==> src/rtl/gated_counter_bank.sv <==
// Bank of independent up-counters with a global hold gate, per-channel clear/load/enable,
// wrap or saturate mode, terminal-count pulses and a sticky clear/load collision flag.
// Optional snapshot register compiled in with macro GATED_CNT_SNAPSHOT_EN.
module gated_counter_bank #(
  parameter int CHANNELS = 4,
  parameter int WIDTH    = 8,
  parameter int STEP     = 1,
  parameter int SATURATE = 0
) (
  input  logic                         clock,
  input  logic                         reset,
  input  logic                         hold,
  input  logic [CHANNELS-1:0]          en,
  input  logic [CHANNELS-1:0]          clr,
  input  logic [CHANNELS-1:0]          load,
  input  logic [CHANNELS*WIDTH-1:0]    load_val,
  output logic [CHANNELS*WIDTH-1:0]    count,
  output logic [CHANNELS-1:0]          tc,
  output logic                         any_tc,
  output logic                         err
`ifdef GATED_CNT_SNAPSHOT_EN
  ,
  input  logic                         snap,
  output logic [CHANNELS*WIDTH-1:0]    snap_count
`endif
);

  localparam logic [WIDTH:0]   STEP_W = (WIDTH + 1)'(STEP);
  localparam logic [WIDTH-1:0] MAX_V  = {WIDTH{1'b1}};
  localparam logic [WIDTH:0]   MAX_W  = {1'b0, MAX_V};

  if (STEP < 1 || STEP > (2 ** WIDTH) - 1) begin : g_step_check
    $fatal(1, "gated_counter_bank: STEP out of range 1..2**WIDTH-1");
  end

  logic [CHANNELS*WIDTH-1:0] count_r;
  logic [CHANNELS-1:0]       tc_r;
  logic                      err_r;

  logic [CHANNELS*WIDTH-1:0] count_nxt_s;
  logic [CHANNELS-1:0]       tc_nxt_s;
  logic                      err_nxt_s;
  logic [WIDTH-1:0]          cur_s;
  logic [WIDTH:0]            sum_s;
  logic [WIDTH-1:0]          inc_s;
  logic                      inc_tc_s;

  // Next-state per channel with clr > load > en priority.
  always_comb begin
    count_nxt_s = count_r;
    tc_nxt_s    = {CHANNELS{1'b0}};
    err_nxt_s   = err_r;
    cur_s       = {WIDTH{1'b0}};
    sum_s       = {(WIDTH + 1){1'b0}};
    inc_s       = {WIDTH{1'b0}};
    inc_tc_s    = 1'b0;
    for (int i = 0; i < CHANNELS; i++) begin
      cur_s = count_r[i*WIDTH +: WIDTH];
      sum_s = {1'b0, cur_s} + STEP_W;
      if (SATURATE != 0) begin
        if (sum_s >= MAX_W) begin
          inc_s = MAX_V;
        end else begin
          inc_s = sum_s[WIDTH-1:0];
        end
        // Pulse only on the step that reaches MAX, not while parked there.
        inc_tc_s = (cur_s != MAX_V) && (inc_s == MAX_V);
      end else begin
        inc_s    = sum_s[WIDTH-1:0];
        inc_tc_s = sum_s[WIDTH];
      end
      if (clr[i]) begin
        count_nxt_s[i*WIDTH +: WIDTH] = {WIDTH{1'b0}};
        err_nxt_s                     = err_nxt_s | load[i];
      end else if (load[i]) begin
        count_nxt_s[i*WIDTH +: WIDTH] = load_val[i*WIDTH +: WIDTH];
      end else if (en[i]) begin
        count_nxt_s[i*WIDTH +: WIDTH] = inc_s;
        tc_nxt_s[i]                   = inc_tc_s;
      end else begin
        count_nxt_s[i*WIDTH +: WIDTH] = cur_s;
      end
    end
  end

  // Bank state: hold freezes everything except tc, which drops to 0.
  always_ff @(posedge clock or posedge reset) begin
    if (reset) begin
      count_r <= {(CHANNELS*WIDTH){1'b0}};
      tc_r    <= {CHANNELS{1'b0}};
      err_r   <= 1'b0;
    end else if (hold) begin
      tc_r    <= {CHANNELS{1'b0}};
    end else begin
      count_r <= count_nxt_s;
      tc_r    <= tc_nxt_s;
      err_r   <= err_nxt_s;
    end
  end

`ifdef GATED_CNT_SNAPSHOT_EN
  logic [CHANNELS*WIDTH-1:0] snap_r;

  // Snapshot captures the pre-update counts of all channels.
  always_ff @(posedge clock or posedge reset) begin
    if (reset) begin
      snap_r <= {(CHANNELS*WIDTH){1'b0}};
    end else if (!hold && snap) begin
      snap_r <= count_r;
    end else begin
      snap_r <= snap_r;
    end
  end

  assign snap_count = snap_r;
`endif

  assign count  = count_r;
  assign tc     = tc_r;
  assign any_tc = |tc_r;
  assign err    = err_r;

endmodule

==> config.mk <==
export PLATFORM = sky130hd
export DESIGN_NAME = gated_counter_bank
export DESIGN_NICKNAME = d
export VERILOG_FILES = /design/src/rtl/gated_counter_bank.sv
export SDC_FILE = /design/constraint.sdc
export NUM_CORES = 1
export LEC_CHECK = 0
export CAP_MARGIN = 20
export CORE_MARGIN = 10
export CORE_UTILIZATION = 45
export CTS_CLUSTER_SIZE = 8
export DETAILED_ROUTE_END_ITERATION = 16
export PLACE_DENSITY = 0.81
export SYNTH_ARGS = -nofsm -noshare
export SYNTH_HDL_FRONTEND = slang
export SYNTH_SLANG_ARGS = --single-unit
==> constraint.sdc <==
create_clock -name clock -period 1.45 [get_ports clock]
set_input_delay 0.3625 -clock clock [delete_from_list [all_inputs] [get_ports clock]]
set_output_delay 0.3625 -clock clock [all_outputs]
set_load 0.05 [all_outputs]
======== Word-level counts from Yosys, hierarchy flattened ========
Index checks and enable logic that the tools add are counted.
word-level totals
  logic and storage cells ................. 53
  output and inout bits ................... 38
  bits in registers ....................... 37
operators by class
  multiplexer cells ....................... 29
  bitwise operators ....................... 5
  add/subtract/negate cells ............... 4
  reduce and logical (&&, ||, !) cells .... 9
operator list
  operator               count
  $mux W8                12
  $add A8 B1 Y9 const B  4
  $mux W1                16
  $reduce_bool A3 Y1     4
  $reduce_and A2 Y1      4
  $mux W4                1
  $or A1 B1 Y1           4
  $reduce_or A4 Y1       1
  $not A1 Y1             1

======== Logic depth before layout (Yosys ltp) ========
Gate-level depths: netlist of the first run.
  depth after elaboration ................. 8
  mapped depth ............................ 6
  mapped depth without buffers ............ 5

======== Worst setup path before layout of the first run ========
No wires, ideal clock.
  kind .................................... flip-flop to output port
  start ................................... register tc_r[1], in the netlist tc[1]
  end ..................................... output port any_tc
  arrival time ............................ 1.374 ns
  cell stages (with the launch flop) ...... 2
  path slack .............................. -0.287 ns
  cell sequence ........................... dfrtp_1 or4_1
on the way
  word-level cells in the longest chain between the ends .. 1
RTL lines
  item                      RTL line  text
  start: declaration        37        logic [CHANNELS-1:0] tc_r;
  start signal: assignment  90        tc_r <= {CHANNELS{1'b0}};
  start signal: assignment  93        tc_r <= {CHANNELS{1'b0}};
  start signal: assignment  96        tc_r <= tc_nxt_s;
  $reduce_or A4 Y1          120       assign any_tc = |tc_r;
  end: declaration          19        output logic any_tc,
Every way passes these cells.

======== Worst setup path in the final report of the first run ========
  start ................................... register tc_r[0], in the netlist tc[0]
  end ..................................... output port any_tc
Same word-level chain as after synthesis.

==> impl_metrics.ini, run 1 <==
[cells_and_area]
layoutNonFillerInstCount = 455
diodes = 0
syn2layout_area_growth_pct = 77.2
drive_gt1_share_pct = 35.6
fin_nets = 438

[logic_synthesis]
synth_area_leaders = dfrtp_1 40%, o21ai_0 8.9%, a21oi_1 5.0%
synthCells = 263
yosys.area.top_type = dfrtp_1
synth-edff-count = 0
ys_seq_elements = 37
avgSynthCellArea_sq_um = 8.73
synth_top_cells_by_count = 41 x o21ai_0, 37 x dfrtp_1, 24 x nor2_1
synth.most_common_cell = o21ai_0
yosysTopAreaCellShare_pct = 40.3
synth_fp_nets = 314
ys_seq_area_share_pct = 40.3
yosys_warnings = 0
ys.flop_type = dfrtp_1
synth.distinct_cells = 45
syn_area_sq_mm = 0.00229
synthArstFlopShare_pct = 100

[timing]
worstMarginPinSlew_ns = 0.343
fin_crit_ns = 1.76
finalSetupTns_ns = -0.309
hold_ws_ns = 0.421
fin_crit_sh_pct = 121
relSlewSlack_pct = 77.0
final.setup_skew_ns = 0.00600
finalHoldViolCount = 0
rsz0062_at_grt = true
timing.fmax_ghz = 0.568
slew_violations = 0
setup_viol = 1
layout_setup_ws_ns = -0.309

[worst_setup_path]
cp_cell_sequence = or4_4 > buf_6
slowest_delay_ns = 0.52
r2r-start = count[0]$_DFFE_PP0P_
ff2ff_setup_slack_ns = 0.06
cp-start-kind = register
reg2regPathDepth = 4
crit_family = simple AND/OR/NAND/NOR gates
required_ns = 1.09
path_buf_inv = 1
cp.arrival_ns = 1.40
path_class = register to primary output
critical_path.slowest_cell = or4_4
r2r-end = count[7]$_DFFE_PP0P_
end_kind = primary output
crit_path_max_fanout = 2

[floorplan]
die_w_um = 91.4
num_io_pins = 85
die_area_sq_mm = 0.00836
start_util_pct = 47.6
die_height_um = 91.4
coreArea_sq_mm = 0.00482
num_rows = 25

[hold_path]
hold_class = primary input to asynchronous set/reset pin

[clock_tree]
cts_tree = done
numCtsBuffers = 5
ctsRootBufferMaster = clkbuf_8
cts_max_level = 2
clk_latency_ns = 0.29
clock_path_buffers = 2
cts_hold_buf = 0
cts.sink_count = 37
path_clk_slew_ns = 0.08

[grt]
grt_first_pass_wirelength_um = 13000
grt.total_usage_pct = 18.2
gr-total-overflow = 0
antenna_found_initial = 0
grt_max_degree = 38
grt_pass1_vias = 2647

[place]
dp.cells = 442
post-dp-hpwl_um = 5860
gp_congestion = 0.868
port_buffers = 84

[power]
power_density_mw_per_mm2 = 793
p_leak_nw = 1.68
ir_drop_mv = 0.626

[route]
wl_per_cell_um = 17.1
num_vias = 2579
antenna_left = 0
via_per_inst = 5.67
drt_drc_violations_left = 0
dr.first_iter.drc_count = 112
finalWirelength_um = 7790
drt-pass1-iter-count = 4

[flow_run]
cap_violations = 0

[outcome]
violations = setup timing
status = finished, violations left
## how the worst max path moves through the flow
stage | slack (ns) | to | cells after the start | startpoint
floorplan | -0.11 | any_tc | 1 | tc[3]$_DFF_PP0_
global placement | -0.37 | tc[0]$_DFF_PP0_ | 3 | load[0]
detailed placement | -0.44 | tc[0]$_DFF_PP0_ | 3 | load[0]
CTS | -0.31 | any_tc | 2 | tc[0]$_DFF_PP0_
global route | -0.33 | any_tc | 2 | tc[2]$_DFF_PP0_
finish | -0.31 | any_tc | 2 | tc[0]$_DFF_PP0_
## routing by layer
metal | part of all wire [%] | vias up | wire (um) | global-route usage (%)
met5 | 0 | - | 0 | 0
met4 | 1.6 | 0 | 121 | 5.22
met3 | 7.7 | 13 | 600 | 5.51
met2 | 50 | 106 | 3880 | 30.7
met1 | 41 | 1217 | 3190 | 21.8
li1 | - | 1243 | - | -
## flip-flops by register name (all words and copies together), names as in the netlist
name and count:
tc 4, count 32, err 1
## cells in the final DEF, fill, tap and decap left out, types with 4 or more instances in the layout
master / instances
nand3_1: 9
o21bai_1: 4
nand2_1: 18
dlygate4sd2_1: 7
mux2i_1: 4
nor3_1: 11
dfrtp_1: 17
o2bb2ai_1: 6
clkbuf_8: 7
nand4_1: 5
inv_1: 4
buf_4: 44
o21ai_1: 8
nor4_1: 4
a21oi_1: 22
dfrtp_2: 20
clkdlybuf4s50_1: 35
buf_12: 38
nor2b_1: 7
nor2_1: 24
o21ai_0: 36
## where the power goes
group          switching, W  internal (W)  total, W
clock network      0.000382      0.000430  0.000813
logic              0.000576      0.000592   0.00117
registers          0.000127       0.00112   0.00124
## area by class of cell
class / count / area (sq um)
flip-flops and latches: 37 / 951
repair buffers: 130 / 1570
multi-input cells: 209 / 1340
fillers: 291 / 751
inverters: 4 / 15.0
clock inverters: 1 / 5.00
well taps: 67 / 83.8
clock buffers: 7 / 96.3
## cells by family (layout without fill, tap and decap cells)
group | after synthesis | in the layout | share of synthesized area, %
multiplexers | 8 | 8 | 3.65
AO/OA/AOI/OAI | 95 | 95 | 25.3
flip-flops | 37 | 37 | 40.3
AND/OR/NAND/NOR | 102 | 102 | 24.8
buffers and inverters | 17 | 142 | 3.76
adder cells (fa/ha/maj) | 4 | 4 | 2.18
## what timing repair did
item                                    in CTS  in global routing
resized for setup                           12                 20
setup buffers                                1                  4
pin swaps                                    4                  3
endpoints found under the setup margin      30                 17
## worst reg2reg max path, cell delays in order, from the launching register on
cell,delay [ns]
dfrtp_2,0.40
and4_1,0.27
nand4_1,0.16
a31o_2,0.27
a32o_1,0.19
## metrics by stage
step | instance area, sq um | total power [W] | utilization, % | setup slack [ns]
floorplan | 2320 | 0.00174 | - | -0.109
global placement | 3860 | 0.00238 | 80.2 | -0.372
detailed placement | 3860 | 0.00241 | 80.2 | -0.444
CTS | 3980 | 0.00322 | 82.5 | -0.312
global route | 4070 | 0.00337 | 84.4 | -0.334
finish | 4070 | 0.00322 | 84.4 | -0.309
Note: power is estimated with default switching activity, not from simulation.
==> run 2, diff against run 1 <==
==> constraint.sdc (replaced) <==
create_clock -name clock -period 1.45 [get_ports clock]
set_input_delay 0.145 -clock clock [delete_from_list [all_inputs] [get_ports clock]]
set_output_delay 0.145 -clock clock [all_outputs]
set_load 0.05 [all_outputs]
==> run 2 against run 1 <==
Effect of this change: the flow still finishes with violations (setup timing); maximum frequency is 15% higher; sequential cell count stayed put; first-iteration DRC count up 52%; power decreased by 5.5%; clock skew decreased by 0.0010 ns; wire length fell by 2.6%; sequential share of layout area is 1.4 points higher; critical path type unchanged; critical endpoint unchanged.
==> impl_metrics.ini, run 2 (same netlist as run 1, synthesis figures left out) <==
[cells_and_area]
largest_register_ffs = 32
diodes = 0
fin_nets = 433
layoutNonFillerInstCount = 450
layout_commonest_cell = buf_4
fin_area_sq_mm = 0.00382
final_cell_mix = 53 x buf_4, 45 x clkdlybuf4s50_1, 41 x o21ai_0
drive_gt1_share_pct = 33.2
syn2layout_area_growth_pct = 66.5

[clock_tree]
clk_latency_ns = 0.29
cts.sink_count = 37
clock_path_buffers = 2
path_clk_slew_ns = 0.08
numCtsBuffers = 5
cts_tree = done
ctsRootBufferMaster = clkbuf_8
cts_max_level = 2
cts_hold_buf = 0

[outcome]
status = finished, violations left
violations = setup timing

[floorplan]
coreArea_sq_mm = 0.00482
die_height_um = 91.4
num_rows = 25
die_area_sq_mm = 0.00836
start_util_pct = 47.6
die_w_um = 91.4
num_io_pins = 85

[hold_path]
hold_class = primary input to asynchronous set/reset pin

[power]
power_density_mw_per_mm2 = 797
ir_drop_mv = 0.485
p_int_w = 0.00198
total_power_w = 0.00305
pwr-share-comb_pct = 35.7
p_leak_nw = 1.57
clockPowerShare_pct = 23.6
p_seq_share_pct = 40.7
p_sw_share_pct = 35.2
p_sw_w = 0.00107

[route]
drt_drc_violations_left = 0
antenna_left = 0
finalWirelength_um = 7590
num_vias = 2582
wl_per_cell_um = 16.9
drt-pass1-iter-count = 5
via_per_inst = 5.74
dr.first_iter.drc_count = 170

[grt]
gr-total-overflow = 0
grt_pass1_vias = 2576
grt_max_degree = 38
antenna_found_initial = 0
grt_first_pass_wirelength_um = 12500
grt.total_usage_pct = 17.6

[timing]
layout_setup_ws_ns = -0.0857
finalHoldViolCount = 0
fin_crit_ns = 1.54
rsz0062_at_grt = true
relSlewSlack_pct = 67.0
fin_crit_sh_pct = 106
finalSetupTns_ns = -0.0857
worstMarginPinSlew_ns = 0.490
final.setup_skew_ns = 0.00497
setup_viol = 1
slew_violations = 0
timing.fmax_ghz = 0.651

[place]
post-dp-hpwl_um = 5890
placedInstanceArea_sq_mm = 0.00368
port_buffers = 84
dp_slack_ns = -0.251
dp.cells = 439
gp_congestion = 0.880

[worst_setup_path]
cp-start-kind = register
crit_path_max_fanout = 2
cp.arrival_ns = 1.39
path_class = register to primary output
required_ns = 1.31
end_kind = primary output

[flow_run]
cap_violations = 0
-- run 2: final cells by class --
class | count | area [sq um]
clock inverter | 3 | 17.5
inverter | 4 | 15.0
fill | 321 | 996
timing repair buffer | 125 | 1380
multi-input combinational | 209 | 1310
tap | 67 | 83.8
clock buffer | 5 | 68.8
sequential | 37 | 948
-- run 2: repair_timing --
item                       in CTS  in global routing
pin swaps                       1                  2
buffers inserted                1                  2
setup endpoints to repair       1                 11
gates resized for setup         2                  8
-- run 2: worst paths after layout --
check	from	endpoint	slack, ns	cells past startpoint
worst max register to register	count[1]$_DFFE_PP0P_	count[7]$_DFFE_PP0P_	0.05	4
worst min-delay path	reset	count[28]$_DFFE_PP0P_	0.21	3
max in group asynchronous	reset	count[16]$_DFFE_PP0P_	1.03	3
min in group clock	hold	err$_DFFE_PP0N_	0.37	3
worst max-delay path	tc[1]$_DFF_PP0_	any_tc	-0.09	2
worst min register to register	err$_DFFE_PP0N_	err$_DFFE_PP0N_	0.48	1
-- run 2: through the flow --
step                util [%]  hold slack, ns
detailed placement      76.3           0.464
global route            79.3           0.219
floorplan                  -           0.240
CTS                     78.4           0.227
global placement        76.3           0.464
finish                  79.3           0.212
-- run 2: power by group through the flow --
stage	clock network [W]	logic [W]	registers (W)
final	0.000719	0.00109	0.00124
after floorplan	0	0.000251	0.00149
after CTS	0.000740	0.00109	0.00124
after detailed placement	0	0.00109	0.00125
after global placement	0	0.00107	0.00125
after global routing	0.000793	0.00115	0.00126
-- run 2: metal layers --
metal,wire [um],track usage [%],share of wire (%),vias to the layer above
met1,3250,22.0,43,1215
met2,3750,29.0,49,119
li1,-,-,-,1234
met4,99,4.70,1.3,0
met3,492,4.77,6.5,14
met5,0,0,0,-
-- run 2: critical path: stages, from the launching register on --
cell and delay (ns):
dfrtp_1 0.41, or4_4 0.53, buf_8 0.17
==> run 3, diff against run 2 <==
CTS_CLUSTER_SIZE = not set   (was 8)
==> results of run 3 <==
Same layout as run 2: the final DEF is identical, and so are final timing and power.
==> RTL change 1 (flow settings as in run 1) <==
Register the inputs `en`, `clr`, `load` and `load_val` before use, without a reset. The logic sees them one clock later. The other inputs are not delayed to match.
--- a/src/rtl/gated_counter_bank.sv
+++ b/src/rtl/gated_counter_bank.sv
@@ -30,2 +30,14 @@
   localparam logic [WIDTH:0]   MAX_W  = {1'b0, MAX_V};
+
+  logic [CHANNELS-1:0] en_q;
+  logic [CHANNELS-1:0] clr_q;
+  logic [CHANNELS-1:0] load_q;
+  logic [CHANNELS*WIDTH-1:0] load_val_q;
+
+  always_ff @(posedge clock) begin
+    en_q       <= en;
+    clr_q      <= clr;
+    load_q     <= load;
+    load_val_q <= load_val;
+  end
 
@@ -71,8 +83,8 @@
       end
-      if (clr[i]) begin
+      if (clr_q[i]) begin
         count_nxt_s[i*WIDTH +: WIDTH] = {WIDTH{1'b0}};
-        err_nxt_s                     = err_nxt_s | load[i];
-      end else if (load[i]) begin
-        count_nxt_s[i*WIDTH +: WIDTH] = load_val[i*WIDTH +: WIDTH];
-      end else if (en[i]) begin
+        err_nxt_s                     = err_nxt_s | load_q[i];
+      end else if (load_q[i]) begin
+        count_nxt_s[i*WIDTH +: WIDTH] = load_val_q[i*WIDTH +: WIDTH];
+      end else if (en_q[i]) begin
         count_nxt_s[i*WIDTH +: WIDTH] = inc_s;
Function: changed (Yosys sat finds a counterexample within 4 cycles, from zero or initial values and one cycle with reset high).
==> RTL change 1 against run 1 <==
The flow still finishes with violations (setup timing). Highest routed layer unchanged. Wire length rose by 12%. Combinational power rose by 17%. Sequential cell count up 44. Clock skew up 0.0059 ns. Worst setup slack worse by 0.065 ns. Design area grew 25%. Die area grew 30%. Area after synthesis is 38% higher. Critical path depth stayed put. Sequential power is 110% higher. Global-route usage shrank 2.7 points. Total power rose by 78%. Count of clock-buffer cells in the layout is 4 higher.
==> RTL change 1: results (changes against run 1) <==
Seq/Total Area, Yosys 0.5685 (+0.1650); status finished with violations; Synth area leaders dfrtp_1 (29%), dfxtp_1 (28%), o21ai_0 (6.0%), nand2_1 (2.6%), nor2_1 (2.5%); FF-to-FF End count[22]; RD Place Congestion 0.8083 (-6.9%); Post-synth ARST share 0.4568 (-0.5432); Reg2Reg Depth 5 (+1); failing checks setup timing; mux cell area share after synthesis 0.02205 (-0.01448); Synth Area in Adders 0.01575 (-0.006062); # setup viols final 2 (+1); HPWL Detailed 6371 um (+8.8%); total CTS buffers 9 (+4); Placed Area 4737 um^2 (+23%); NetSw 1.711 mW (+58%); WP data arrival 1.46 ns (+0.06 ns); worst vdd ir 0.7036 mV (+12%); first-pass GRT wire length 14010 um (+8.0%); Final #Nets 475 (+8.4%); CTS H-Tree Depth 3 (+1); number of global-route vias before repair 2855 (+7.9%); gr usage total 0.1552 (-0.02711); Worst-Margin Slew 0.3212 ns (-0.02158 ns); Seq power 2.65 mW (+110%); Logic power comb 1.37 mW (+17%); power share of the sequential group 0.463 (+0.078); fin worst setup slack -0.3744 ns (-0.06515 ns); Iteration-0 DRC Markers 92 (-18%); worst r2r src count[16]; count of cell types in the netlist 43 (-4.4%); WL/cell 16.63 um (-2.9%); fraction of layout cells with a size suffix above 1 0.3100 (-0.04565); commonest cells in the netlist dfxtp_1 (44), o21ai_0 (38), dfrtp_1 (37), nand2_1 (22), nor2_1 (21)
==> RTL change 1: cell types whose count changed in the layout (fill, tap and decap cells not counted), moves of 8 or more <==
cell | run 1 | this run
a21oi_1 | 22 | 14
clkdlybuf4s50_1 | 35 | 46
buf_4 | 44 | 29
dfxtp_1 | 0 | 44
==> RTL change 1: cell type report <==
| cell class | count | area, um^2 | share of cell area |
|---|---|---|---|
| Clock inverter | 5 | 62.56 | 0.01234 |
| Inverter | 4 | 15.01 | 0.002962 |
| Timing Repair Buffer | 117 | 1488 | 0.2935 |
| Multi-Input combinational cell | 211 | 1400 | 0.2762 |
| Tap cell | 96 | 120.1 | 0.02370 |
| Sequential cell | 81 | 1832 | 0.3614 |
| Clock buffer | 11 | 151.4 | 0.02987 |
==> RTL change 1: cell families (layout without fill, tap and decap cells) <==
| kind of cell | count (synthesis) | after routing |
|---|---|---|
| AND/OR/NAND/NOR | 107 | 107 |
| AO/OA/AOI/OAI | 93 | 93 |
| flip-flops | 81 | 81 |
| buffers and inverters | 18 | 137 |
| multiplexers | 7 | 7 |
| adder cells (fa/ha/maj) | 4 | 4 |
==> RTL change 1: timing repair <==
| item | CTS | global route |
|---|---|---|
| gates resized for setup | 5 | 18 |
| pin swaps | 1 | 1 |
| setup endpoints to repair | 2 | 16 |
| buffers inserted | 1 | 6 |
==> RTL change 1: through the flow <==
step	setup slack, ns	std cells	TNS, ns	utilization
after floorplan	-0.08078	310	-0.09756	-
after global placement	-0.3322	502	-7.847	0.6934
after detailed placement	-0.4004	502	-9.259	0.6934
after CTS	-0.3904	519	-0.4626	0.7286
after global routing	-0.4161	525	-0.6747	0.7419
final	-0.3744	525	-0.5473	0.7419
==> RTL change 1: layer usage <==
metal,routed length [um],part of all wire
met2,4669,0.53
met4,80,0.0092
met5,0,0
met1,3559,0.41
met3,423,0.048
==> RTL change 2 (config.mk and constraints of run 1) <==
Made on the original files. Add a define of `GATED_CNT_SNAPSHOT_EN`.
--- a/src/rtl/gated_counter_bank.sv
+++ b/src/rtl/gated_counter_bank.sv
@@ -3,2 +3,4 @@
 // Optional snapshot register compiled in with macro GATED_CNT_SNAPSHOT_EN.
+`define GATED_CNT_SNAPSHOT_EN
+
 module gated_counter_bank #(
Ports: changed (added snap and snap_count); port bits go from 85 to 118. The function was not compared with the original's and may differ.
==> RTL change 2 against run 1 <==
The run still ends with setup timing left. Sequential share of layout area grew 4.5 points. Design area is 55% higher. Sequential cell count increased by 32. Worst setup slack got worse by 0.054 ns. Total power up 120%. Utilization shrank 2.8 points. Synthesized cell count is 27% higher. Area after synthesis increased by 55%. Wire length is 54% higher. Largest cell class unchanged. Largest power group is now combinational cells.
==> RTL change 2: results (changes against run 1) <==
status finished with violations; failing checks setup timing; skew final 0.01014 ns (+0.004140 ns); DRT Pass-1 Iters 5 (+1); worst vdd ir 0.7085 mV (+13%); gr usage total 0.1977 (+0.01540); Post-Syn Nets 386 (+23%); total CTS buffers 9 (+4); total negative setup slack -0.3630 ns (-0.05376 ns); mux cell area share after synthesis 0.1172 (+0.08070); Leak Pwr 2.704 nW (+61%); area fraction in compound gates after synthesis 0.1822 (-0.07083); HPWL Detailed 8838 um (+51%); WL/cell 19.93 um (+16%); WP data arrival 1.45 ns (+0.05 ns); Seq/Total Area, Yosys 0.4844 (+0.08089); fraction of layout cells with a size suffix above 1 0.4641 (+0.1085); vias per cell 5.642 (-0.45%); fin worst setup slack -0.3630 ns (-0.05376 ns); Synth Area in Adders 0.01404 (-0.007770); syn_area_per_cell 10.67 um^2 (+22%); commonest cells in the netlist dfrtp_1 (69), o21ai_0 (37), mux2_2 (30), nand2_1 (21), nor2_1 (21); RD Place Congestion 0.8386 (-3.4%); initial antenna violation count 0 (unchanged); flop2flop setup slack 0.03 ns (-0.03 ns); grt met3 use 0.07847 (+0.02332); Inst Count DP 578 (+31%); # setup viols final 1 (unchanged); insertion delay to the later sink of the worst-skew pair 0.35 ns (+0.06 ns); global routing usage on met1 0.2079 (-0.009722); number of global-route vias before repair 3651 (+38%); pin count of the biggest net entering global routing 33 (-13%); Reg2Reg Depth 5 (+1); fill cell count 415 (+43%); slew margin rel. 0.7977 (+0.02773); FF-to-FF End count[6]; Hold Slack 0.2785 ns (-0.1424 ns); Setup WS pre-CTS -0.4725 ns (-0.02865 ns); Iteration-0 DRC Markers 121 (+8.0%); first-pass GRT wire length 18350 um (+41%)
[RTL change 2: cell types whose count changed after synthesis, moves of 4 or more]
cell       delta
o31ai_1       +8
dfrtp_1      +32
o2bb2ai_1     -4
and3_1        +9
a21oi_1      -11
a22o_1        +4
nor3_1        -9
a31oi_1       +5
o21ai_0       -4
nand3_1       -4
a22oi_1       +7
mux2_2       +27
[RTL change 2: final cells by class]
type,instances,area [um^2],area share
repair buffers,172,2357,0.3736
inverters,4,18.77,0.002974
well taps,102,127.6,0.02023
clock inverters,6,62.56,0.009915
clock buffers,10,137.6,0.02181
flip-flops and latches,69,1757,0.2784
multi-input cells,241,1849,0.2931
[RTL change 2: logic make-up (layout without fill, tap and decap cells)]
group / after synthesis / after routing
AND/OR/NAND/NOR: 104 / 104
AO/OA/AOI/OAI: 95 / 95
flip-flops: 69 / 69
multiplexers: 38 / 38
buffers and inverters: 24 / 192
adder cells (fa/ha/maj): 4 / 4
[RTL change 2: report_power, final]
group	leakage (nW)	internal (mW)	total, mW	switching [mW]
Sequential	0.872	2.18	2.56	0.374
Combinational	1.74	1.48	2.92	1.44
Clock	0.0943	0.834	1.59	0.755
Total	2.70	4.50	7.07	2.57
[RTL change 2: timing repair]
item	CTS	global route
hold buffers	0	0
pin swaps	0	1
resized for setup	7	38
endpoints found under the setup margin	13	31
buffers inserted	6	5
[RTL change 2: through the flow]
step / area, um^2 / total power, mW
after detailed placement: 5904 / 5.419
final: 6310 / 7.070
after floorplan: 3661 / 3.794
after global routing: 6310 / 7.353
after CTS: 6168 / 7.055
after global placement: 5904 / 5.333
[RTL change 2: worst max-delay path by stage]
| stage | endpoint | slack, ns |
|---|---|---|
| floorplan | any_tc | -0.08 |
| global placement | count[6] | -0.36 |
| detailed placement | count[3] | -0.47 |
| CTS | any_tc | -0.38 |
| global route | any_tc | -0.40 |
| finish | any_tc | -0.36 |
[RTL change 2: per-layer routing]
metal	vias up	wire length, um
met5	-	0
met4	0	180
met3	25	1090
met2	160	6347
met1	1659	4417
li1	1564	-
[RTL change 2: critical path, cell delays in order (launching register included)]
cell and delay [ns]:
dfrtp_2 0.43, or4_4 0.51, buf_6 0.17
